**src/rtl/seven_segment_mux_counter.sv**
```systemverilog
// Purpose: prescaled up/down BCD counter with a time-multiplexed 7-segment display driver.
// Latency: bcd/tick/overflow change one edge after the prescaler hits TICK_COUNT-1; display lags digit index/bcd by one edge.
// Backpressure: none; enable stalls the prescaler only, the display scan never stops.
//
// Ports:
//   clk        rising-edge clock
//   reset_n    asynchronous active-low reset
//   enable     advance the prescaler
//   up_down    1 = count up, 0 = count down (sampled on the tick edge)
//   clear      synchronous zero of count and prescaler
//   bcd        current count, digit 0 in [3:0]
//   led_out    segments {top, up-right, low-right, bottom, low-left, up-left, middle}, active-high
//   digit_sel  one-hot active-high digit enable
//   tick       one-cycle pulse when the prescaler wraps
//   overflow   one-cycle pulse when the count wraps in either direction
module seven_segment_mux_counter #(
    parameter int NUM_DIGITS = 4,
    parameter int TICK_COUNT = 16_000_000,
    parameter int SCAN_COUNT = 16_000
) (
    input  logic                    clk,
    input  logic                    reset_n,
    input  logic                    enable,
    input  logic                    up_down,
    input  logic                    clear,
    output logic [4*NUM_DIGITS-1:0] bcd,
    output logic [6:0]              led_out,
    output logic [NUM_DIGITS-1:0]   digit_sel,
    output logic                    tick,
    output logic                    overflow
);

    localparam int PW = (TICK_COUNT > 1) ? $clog2(TICK_COUNT) : 1;
    localparam int SW = (SCAN_COUNT > 1) ? $clog2(SCAN_COUNT) : 1;
    localparam int IW = (NUM_DIGITS > 1) ? $clog2(NUM_DIGITS) : 1;

    localparam logic [PW-1:0] PRESC_LAST = PW'(TICK_COUNT - 1);
    localparam logic [SW-1:0] SCAN_LAST  = SW'(SCAN_COUNT - 1);
    localparam logic [IW-1:0] IDX_LAST   = IW'(NUM_DIGITS - 1);

    logic [PW-1:0]           presc;
    logic [SW-1:0]           scan_cnt;
    logic [IW-1:0]           digit_idx;
    logic                    presc_wrap;
    logic                    scan_wrap;
    logic [4*NUM_DIGITS-1:0] bcd_nxt;
    logic                    count_wrap;
    logic                    carry;
    logic [3:0]              dig;
    logic [3:0]              cur_digit;

    function automatic logic [6:0] seg7(input logic [3:0] code);
        logic [6:0] s;
        case (code)
            4'd0:    s = 7'b1111110;
            4'd1:    s = 7'b0110000;
            4'd2:    s = 7'b1101101;
            4'd3:    s = 7'b1111001;
            4'd4:    s = 7'b0110011;
            4'd5:    s = 7'b1011011;
            4'd6:    s = 7'b1011111;
            4'd7:    s = 7'b1110000;
            4'd8:    s = 7'b1111111;
            4'd9:    s = 7'b1111011;
            default: s = 7'b0000000;
        endcase
        return s;
    endfunction

    assign presc_wrap = enable && (presc == PRESC_LAST);
    assign scan_wrap  = (scan_cnt == SCAN_LAST);

    // Ripple carry/borrow across digits; the carry out of the top digit
    // is exactly the all-9 -> all-0 (or all-0 -> all-9) wrap condition.
    always_comb begin
        bcd_nxt = bcd;
        carry   = 1'b1;
        dig     = 4'd0;
        for (int i = 0; i < NUM_DIGITS; i++) begin
            dig = bcd[i*4 +: 4];
            if (carry) begin
                if (up_down) begin
                    if (dig >= 4'd9) begin
                        bcd_nxt[i*4 +: 4] = 4'd0;
                    end else begin
                        bcd_nxt[i*4 +: 4] = dig + 4'd1;
                        carry = 1'b0;
                    end
                end else begin
                    if (dig == 4'd0 || dig > 4'd9) begin
                        bcd_nxt[i*4 +: 4] = 4'd9;
                    end else begin
                        bcd_nxt[i*4 +: 4] = dig - 4'd1;
                        carry = 1'b0;
                    end
                end
            end
        end
        count_wrap = carry;
    end

    // Digit mux written as a compare loop so an out-of-range index
    // (only possible for non-power-of-two digit counts) never slices past bcd.
    always_comb begin
        cur_digit = 4'd0;
        for (int i = 0; i < NUM_DIGITS; i++) begin
            if (digit_idx == IW'(i)) begin
                cur_digit = bcd[i*4 +: 4];
            end
        end
    end

    // Prescaler, count and pulse outputs; clear wins over a coincident tick.
    always_ff @(posedge clk or negedge reset_n) begin
        if (!reset_n) begin
            presc    <= '0;
            bcd      <= '0;
            tick     <= 1'b0;
            overflow <= 1'b0;
        end else if (clear) begin
            presc    <= '0;
            bcd      <= '0;
            tick     <= 1'b0;
            overflow <= 1'b0;
        end else begin
            tick     <= presc_wrap;
            overflow <= presc_wrap && count_wrap;
            if (presc_wrap) begin
                presc <= '0;
                bcd   <= bcd_nxt;
            end else if (enable) begin
                presc <= presc + PW'(1);
            end
        end
    end

    // Display scan runs free of enable and clear.
    always_ff @(posedge clk or negedge reset_n) begin
        if (!reset_n) begin
            scan_cnt  <= '0;
            digit_idx <= '0;
        end else begin
            if (scan_wrap) begin
                scan_cnt  <= '0;
                digit_idx <= (digit_idx == IDX_LAST) ? '0 : digit_idx + IW'(1);
            end else begin
                scan_cnt <= scan_cnt + SW'(1);
            end
        end
    end

    // Select and segments come from the same index in the same edge, so they
    // always describe the same digit; reset state shows digit 0 as '0'.
    always_ff @(posedge clk or negedge reset_n) begin
        if (!reset_n) begin
            digit_sel <= NUM_DIGITS'(1);
            led_out   <= 7'b1111110;
        end else begin
            digit_sel <= NUM_DIGITS'(1) << digit_idx;
            led_out   <= seg7(cur_digit);
        end
    end

endmodule

```
**config.mk**
```make
export PLATFORM = sky130hd
export DESIGN_NAME = seven_segment_mux_counter
export DESIGN_NICKNAME = d
export VERILOG_FILES = /design/src/rtl/seven_segment_mux_counter.sv
export SDC_FILE = /design/constraint.sdc
export NUM_CORES = 1
export LEC_CHECK = 0
export CAP_MARGIN = 30
export CORE_MARGIN = 5
export CORE_UTILIZATION = 35
export DETAILED_ROUTE_END_ITERATION = 10
export GPL_ROUTABILITY_DRIVEN = 0
export GPL_TIMING_DRIVEN = 1
export SYNTH_ARGS = -nofsm -noshare
export SYNTH_HDL_FRONTEND = slang
export SYNTH_SLANG_ARGS = --single-unit
```
**constraint.sdc**
```tcl
create_clock -name clk -period 2.35 [get_ports clk]
set_clock_uncertainty 0.05 [all_clocks]
set_input_delay 0.235 -clock clk [delete_from_list [all_inputs] [get_ports clk]]
set_output_delay 0.235 -clock clk [all_outputs]
set_load 0.02 [all_outputs]
```
==> results of run 1 <==
worst max-delay path: stages (launching register included):
cell,delay [ns]
sky130_fd_sc_hd__dfrtp_2,0.44
sky130_fd_sc_hd__inv_1,0.12
sky130_fd_sc_hd__ha_1,0.15
sky130_fd_sc_hd__nor3b_1,0.33
sky130_fd_sc_hd__a211oi_2,0.13
sky130_fd_sc_hd__buf_4,0.17
sky130_fd_sc_hd__or4_4,0.56
sky130_fd_sc_hd__mux2i_1,0.21
per-layer routing:
layer  track usage  vias up  wire [µm]  share of wire
li1              -     1838          -              -
met1        0.2045     1752       4913           0.47
met2        0.2390       86       4841           0.47
met3       0.02471       11        457          0.044
met4       0.05878        0        152          0.015
met5             0        -          0              0
cell type report:
| class | count | share of cell area |
|---|---|---|
| Clock inverter | 6 | 0.01751 |
| Sequential cell | 69 | 0.3202 |
| Tap cell | 168 | 0.03870 |
| Clock buffer | 10 | 0.04216 |
| Multi-Input combinational cell | 364 | 0.4508 |
| Inverter | 19 | 0.01313 |
| Timing Repair Buffer | 71 | 0.1175 |
power groups by stage:
| stage | clock network, mW | logic [mW] | registers (mW) |
|---|---|---|---|
| final | 1.47 | 0.111 | 1.19 |
| after global routing | 1.58 | 0.126 | 1.19 |
| after CTS | 1.52 | 0.114 | 1.19 |
| after detailed placement | 0 | 0.112 | 1.21 |
| after global placement | 0 | 0.111 | 1.21 |
| after floorplan | 0 | 0.0493 | 1.22 |
cells in the mapped netlist, types with 9 or more instances:
master / number / share of area
sky130_fd_sc_hd__a211oi_1: 9 / 0.016
sky130_fd_sc_hd__a21oi_1: 28 / 0.033
sky130_fd_sc_hd__and3_1: 10 / 0.015
sky130_fd_sc_hd__clkbuf_1: 21 / 0.018
sky130_fd_sc_hd__dfrtp_1: 62 / 0.36
sky130_fd_sc_hd__ha_1: 26 / 0.076
sky130_fd_sc_hd__inv_1: 19 / 0.017
sky130_fd_sc_hd__mux2i_1: 9 / 0.021
sky130_fd_sc_hd__nand2_1: 36 / 0.031
sky130_fd_sc_hd__nand2b_1: 12 / 0.017
sky130_fd_sc_hd__nand3_1: 26 / 0.030
sky130_fd_sc_hd__nand4_1: 12 / 0.017
sky130_fd_sc_hd__nor2_1: 48 / 0.042
sky130_fd_sc_hd__nor3_1: 9 / 0.010
sky130_fd_sc_hd__o21ai_0: 19 / 0.022
sky130_fd_sc_hd__xnor2_1: 12 / 0.024
sky130_fd_sc_hd__xor2_1: 18 / 0.037
sequential cells by signal (all words and copies together) (netlist names):
register,flops
digit_sel,4
presc,24
bcd,16
digit_idx,2
scan_cnt,14
tick,1
overflow,1
led_out,7
how the worst max path moves through the flow:
| stage | start | end | slack (ns) |
|---|---|---|---|
| 2_1_floorplan | bcd[0] | bcd[15] | 0.003 |
| 3_3_place_gp | up_down | bcd[15] | 0.03 |
| 3_5_place_dp | up_down | bcd[13] | 0.02 |
| 4_1_cts | bcd[0] | bcd[13] | 0.05 |
| 5_1_grt | bcd[8] | bcd[13] | -0.02 |
| 6_report | bcd[8] | bcd[13] | 0.09 |
repair_timing:
| item | 4_1_cts | 5_1_grt |
|---|---|---|
| endpoints found under the setup margin | 0 | 10 |
| hold buffers | 1 | 0 |
| gates resized for setup | 0 | 7 |
| endpoints found under the hold margin | 62 | 0 |
through the flow:
step	area, µm²	setup WS (ns)	total power, mW
after global routing	5431	-0.02043	2.897
final	5431	0.09029	2.780
after floorplan	4332	0.002738	1.265
after detailed placement	5071	0.02236	1.327
after CTS	5405	0.05213	2.828
after global placement	5071	0.03429	1.326
cell families after synthesis:
family                     synth area share
and+or+nand+nor                      0.2327
muxes                               0.02353
buffers and inverters               0.03806
xor gates and xnor gates            0.06101
DFF                                  0.4030
adders and majority gates           0.07554
AOI/OAI and AO/OA                    0.1662
==> flow_results.org, run 1 <==
** Power
- Switching fraction of total power :: 0.2192
- Of the total power, the clock network draws 0.530.
- The share of total power dissipated in sequential elements is 0.430.
- The internal portion of the total power is 2.170 mW.
- The worst-case IR drop observed on VDD is 0.3002 mV.
- Cell Pwr Density :: 511.8 nW/µm²
- Switching power :: 609.3 µW
- Fraction of power consumed by combinational cells :: 0.040
- For this design the static power due to leakage is 2.300 nW.

** Clock tree
- # H-tree levels :: 3
- # clock sinks :: 69
- Clock buffer depth :: 2
- The later pin in the worst-skew pair is clocked with a latency of 0.34 ns.
- Cell at the root of the clock tree :: sky130_fd_sc_hd__clkbuf_16
- Buffers inserted by post-CTS timing repair :: 0
- Clock buffers created by TritonCTS :: 9
- CTS tree :: built
- Clock-pin slew of the registers on the worst-case setup and hold paths :: 0.06 ns

** Drt
- Before antenna repair, the detailed router went through 5 iterations.
- For this block, the initial DRC count from the detailed router was 371.
- Via count :: 3687
- In the routed design, unresolved DRC markers number 0.
- After detailed routing, the number of vias per cell comes to 5.215.
- Remaining antenna violation count after routing :: 0
- Final routed wire length divided by cell count :: 14.66 µm
- After detailed routing, the total wire length is 10360 µm.

** Yosys
- Of all flip-flops after synthesis, the portion carrying an async set or reset was 1.000.
- For this run, the register share of the synthesized area comes to 0.4030.
- Counting distinct cell types in the post-synthesis netlist gives 62.
- Synthesis produced a netlist whose cell count is 476.
- Synthesized flop and latch total :: 69
- In this run the mean area of a mapped cell was 9.048 µm².
- When the netlist entered floorplanning its net count stood at 507.
- Post-synthesis instance area :: 4307 µm²
- Count of yosys warnings during synthesis :: 0
- Count of flip-flops with a built-in enable after synthesis :: 0
- The most used flip-flop cell after synthesis is sky130_fd_sc_hd__dfrtp_1.

** Timing
- In this run the tightest slew margin relative to its limit is 0.6168.
- Based on the critical path, the design can be clocked at up to 442.5 MHz.
- Final hold analysis gives a worst-case slack of 0.3864 ns.
- Setup violations remaining at the end of the flow were counted as 0.
- The worst path in the final design needs a cycle of 2.260 ns, including I/O delays and setup.
- Hold Vio Cnt, Final :: 0
- The count of pins over their slew limit is 0.
- Of the available clock period, the critical path in the final layout requires 0.9616.
- Setup TNS Final :: 0 ns
- At the pin with the least slew margin, the transition time is 0.5714 ns.

** Die
- Total Die Area :: 14620 µm²
- CORE AREA :: 12060 µm²
- For this configuration, the core starts out at a cell density of 0.3571.
- In this run the vertical extent of the chip is 120.9 µm.
- The die is 120.9 µm wide.
- I/O pin total :: 34
- The initialized floorplan defines 40 standard-cell rows.

** Run status
- Result of the run :: completed

** Global route
- Total congestion overflow :: 0
- The initial antenna violation count came to 0.
- Global router's overall resource usage :: 0.1503
- The number of global-route vias before repair is 3664.
- Pin count of the biggest net entering global routing :: 70
- First-pass GRT wire length :: 17860 µm

** Finish
- The sequential cells in the finished layout cover a total of 1739 µm².
- 0 antenna diodes ended up in the layout.
- Filler cells :: 1164
- After the last flow step, the layout net total stands at 565.
- Of the cells placed in the final design, the portion with a size suffix greater than 1 is 0.1558.
- The multi-input combinational cells in the finished layout cover a total of 2449 µm².
- Measured on the finished design, the core utilization comes to 0.4503.
- From synthesis to final layout, the design area changed by 26.12%.
- In the layout the commonest cells are 59 x sky130_fd_sc_hd__dfrtp_1, 48 x sky130_fd_sc_hd__nor2_1, 36 x sky130_fd_sc_hd__nand2_1.
- Most common cell after layout, fill and taps aside :: sky130_fd_sc_hd__dfrtp_1
- Count of placed standard cells in the final layout, fillers left out :: 707

** Setup path
- The critical path is of the flip-flop to flip-flop type.
- Register-to-register setup slack :: 0.09 ns
- Reg2reg start :: bcd[8]
- The worst setup path is captured at a flip-flop.
- Crit path max fanout :: 6
- FF-to-FF path depth :: 7
- End of the worst register-to-register path :: bcd[13]
- Required time at the endpoint of the critical path :: 2.54 ns
- STA puts the critical path data arrival time at 2.45 ns.
- The worst setup path is launched from a flip-flop.

** Placed design
- After detailed placement, the design holds a cell count of 690.
- Half-perimeter wire length of the detailed placement result :: 7398 µm
- During placement, the flow inserted port buffers numbering 33.

** Flow run
- Max-cap violations in this run came to 0.

** Worst hold path
- Class of the tightest hold or removal check :: primary input to async pin
(Power assumes the default switching activity.)
==> run 2, diff against run 1 <==
--- a/config.mk
+++ b/config.mk
@@ -7,10 +7,12 @@
 export LEC_CHECK = 0
 export CAP_MARGIN = 30
 export CORE_MARGIN = 5
-export CORE_UTILIZATION = 35
+export CORE_UTILIZATION = 50
 export DETAILED_ROUTE_END_ITERATION = 10
 export GPL_ROUTABILITY_DRIVEN = 0
 export GPL_TIMING_DRIVEN = 1
+export PLACE_DENSITY = 0.73
+export SKIP_LAST_GASP = 1
 export SYNTH_ARGS = -nofsm -noshare
 export SYNTH_HDL_FRONTEND = slang
 export SYNTH_SLANG_ARGS = --single-unit
==> flow_results.org, run 2 (same netlist as run 1, synthesis figures left out) <==
** Placed design
- Count of port buffers added during placement :: 33
- Half-perimeter wire length of the detailed placement result :: 7260 µm

** Global route
- Global router's overall resource usage :: 0.2029
- Pin count of the biggest net entering global routing :: 32
- Summed over all layers, the global routing overflow is 0.
- The first global-routing pass estimated 17060 µm of wire.
- Antenna violations before repair :: 0
- Vias in the first global route :: 3640

** Drt
- Remaining design rule violation count :: 0
- Initial DRT Pass Iterations :: 4
- After detailed routing, the average wire length per cell comes to 15.04 µm.
- Via count :: 3751
- Vias per cell :: 5.825
- After detailed routing, the total wire length is 9686 µm.
- First DRT Iteration DRCs :: 150
- Remaining antenna violation count after routing :: 0

** Setup path
- CP bufs+invs :: 1
- Grouping stages by cell kind, the critical path spends the most delay in simple AND/OR/NAND/NOR gates.
- Data on the critical path arrives at its endpoint at 2.43 ns.
- In this run the critical register-to-register path is captured at bcd[15].
- Kind of start point of the critical path :: flip-flop
- Worst setup path category :: flip-flop to flip-flop
- Slowest cell on the critical path :: sky130_fd_sc_hd__or4_4
- In this run the worst path has a maximum fanout of 5.
- In this run the register-to-register setup slack is 0.09 ns.
- CP cell instances :: inv_2, ha_4, or4b_1, o211ai_2, nand3_4, or4_4, mux2i_1
- In this run the critical register-to-register path is launched from bcd[0].
- Crit-path max cell delay :: 0.58 ns
- FF-to-FF path depth :: 7
- Required time at the endpoint of the critical path :: 2.52 ns
- The worst setup path is captured at a flip-flop.

** Finish
- In the layout the commonest cells are 60 x sky130_fd_sc_hd__dfrtp_1, 48 x sky130_fd_sc_hd__nor2_1, 36 x sky130_fd_sc_hd__nand2_1, 36 x sky130_fd_sc_hd__buf_4, 32 x sky130_fd_sc_hd__clkdlybuf4s50_1.
- Of the cells placed in the final design, the portion with a size suffix greater than 1 is 0.1466.
- Number of flip-flops in the largest register :: 24
- Relative to the synthesized area, the layout overhead comes to 21.41%.
- Filler cells :: 721
- The number of antenna diodes in the final layout is 0.
- Number of nets in the layout :: 565
- The library cell used most frequently in the layout, excluding fill and tap cells, is sky130_fd_sc_hd__dfrtp_1.
- Register ranked first by flip-flop count :: presc
- In the final layout, the registers with the most flip-flops are presc (24), bcd (16), scan_cnt (14).

** Clock tree
- Clock-pin slew was measured on the worst setup and hold paths at 0.08 ns.
- Source-to-sink clock delay at the later pin of the worst-skew pair :: 0.35 ns
- CTS tree :: built
- # H-tree levels :: 3
- CTS saw 69 sinks.
- The number of clock buffers added by TritonCTS is 9.
- Cell at the root of the clock tree :: sky130_fd_sc_hd__clkbuf_8
- The longest clock path from root to sink contains 2 buffers.

** Timing
- In this run the tightest slew margin relative to its limit is 0.6137.
- Final count of pins violating max slew :: 0
- Hold Vio Cnt, Final :: 0
- The tightest hold path in the finished design has a slack of 0.3651 ns.
- RSZ-0062 raised after global routing :: no
- Dividing the final minimum period by the clock period gives 0.9600.
- Time the worst path needs with I/O delays and setup :: 2.256 ns
- Adding up every negative setup slack in the final design gives 0 ns.
- Derived from the worst setup path, the maximum achievable clock frequency is 443.3 MHz.
- Endpoints failing setup :: 0
- Actual slew at the worst max-slew pin :: 0.5649 ns

** Power
- Leakage power :: 2.255 nW
- Max IR drop VDD :: 0.3856 mV
- Cell Pwr Density :: 458.6 nW/µm²

** Die
- For this configuration, the core starts out at a cell density of 0.5189.
- Width of the die :: 102.8 µm
- Height of the chip :: 102.8 µm
- The region available for standard cell placement spans 8299 µm².
- I/O pin total :: 34
- Total Die Area :: 10570 µm²
- Floorplan row count :: 33

** Flow run
- The tool flagged a number of max-cap violations equal to 0.

** Worst hold path
- Class of the tightest hold or removal check :: primary input to async pin

** Run status
- Result of the run :: completed
[run 2: worst register-to-register path: stages, from the launching register on]
cell	delay (ns)
sky130_fd_sc_hd__dfrtp_2	0.42
sky130_fd_sc_hd__inv_2	0.10
sky130_fd_sc_hd__ha_4	0.14
sky130_fd_sc_hd__or4b_1	0.45
sky130_fd_sc_hd__o211ai_2	0.12
sky130_fd_sc_hd__nand3_4	0.12
sky130_fd_sc_hd__or4_4	0.58
sky130_fd_sc_hd__mux2i_1	0.15
[run 2: cell type report]
cell class | count | area (µm²) | area share
Clock buffer | 11 | 141.4 | 0.02704
Clock inverter | 5 | 85.08 | 0.01627
Inverter | 19 | 71.32 | 0.01364
Multi-Input combinational cell | 364 | 2436 | 0.4659
Sequential cell | 69 | 1738 | 0.3324
Tap cell | 105 | 131.4 | 0.02513
Timing Repair Buffer | 71 | 625.6 | 0.1196
[run 2: how the worst max path moves through the flow]
stage	start	to	depth (start not counted)
floorplan	bcd[0]	bcd[15]	8
CTS	bcd[0]	bcd[15]	7
global placement	up_down	bcd[15]	6
finish	bcd[0]	bcd[15]	7
global route	bcd[0]	bcd[12]	7
detailed placement	up_down	bcd[15]	6
[run 2: what timing repair did]
item | in CTS | in global routing
hold buffers | 1 | 0
setup buffers | 0 | 0
endpoints found under the setup margin | 0 | 4
gates resized for setup | 0 | 3
endpoints found under the hold margin | 23 | 0
[run 2: routing by layer]
layer | up-vias | track usage | share of wire
met5 | - | 0 | 0
met3 | 20 | 0.03789 | 0.042
met2 | 84 | 0.3327 | 0.48
li1 | 1825 | - | -
met1 | 1822 | 0.2685 | 0.45
met4 | 0 | 0.07669 | 0.022
[run 2: stage by stage]
| step | setup slack (ns) | area (µm²) | util | cells | total power [mW] |
|---|---|---|---|---|---|
| 2_1_floorplan | 0.002738 | 4332 | - | 476 | 1.265 |
| 3_3_place_gp | 0.06391 | 4980 | 0.6000 | 627 | 1.321 |
| 3_5_place_dp | 0.04712 | 4980 | 0.6000 | 627 | 1.323 |
| 4_1_cts | 0.07508 | 5216 | 0.6285 | 644 | 2.424 |
| 5_1_grt | 0.004051 | 5229 | 0.6300 | 644 | 2.497 |
| 6_report | 0.09410 | 5229 | 0.6300 | 644 | 2.398 |
[run 2: power breakdown]
part           internal (mW)  switching, mW
clock                  0.631          0.467
combinational         0.0369         0.0701
sequential              1.19        0.00318
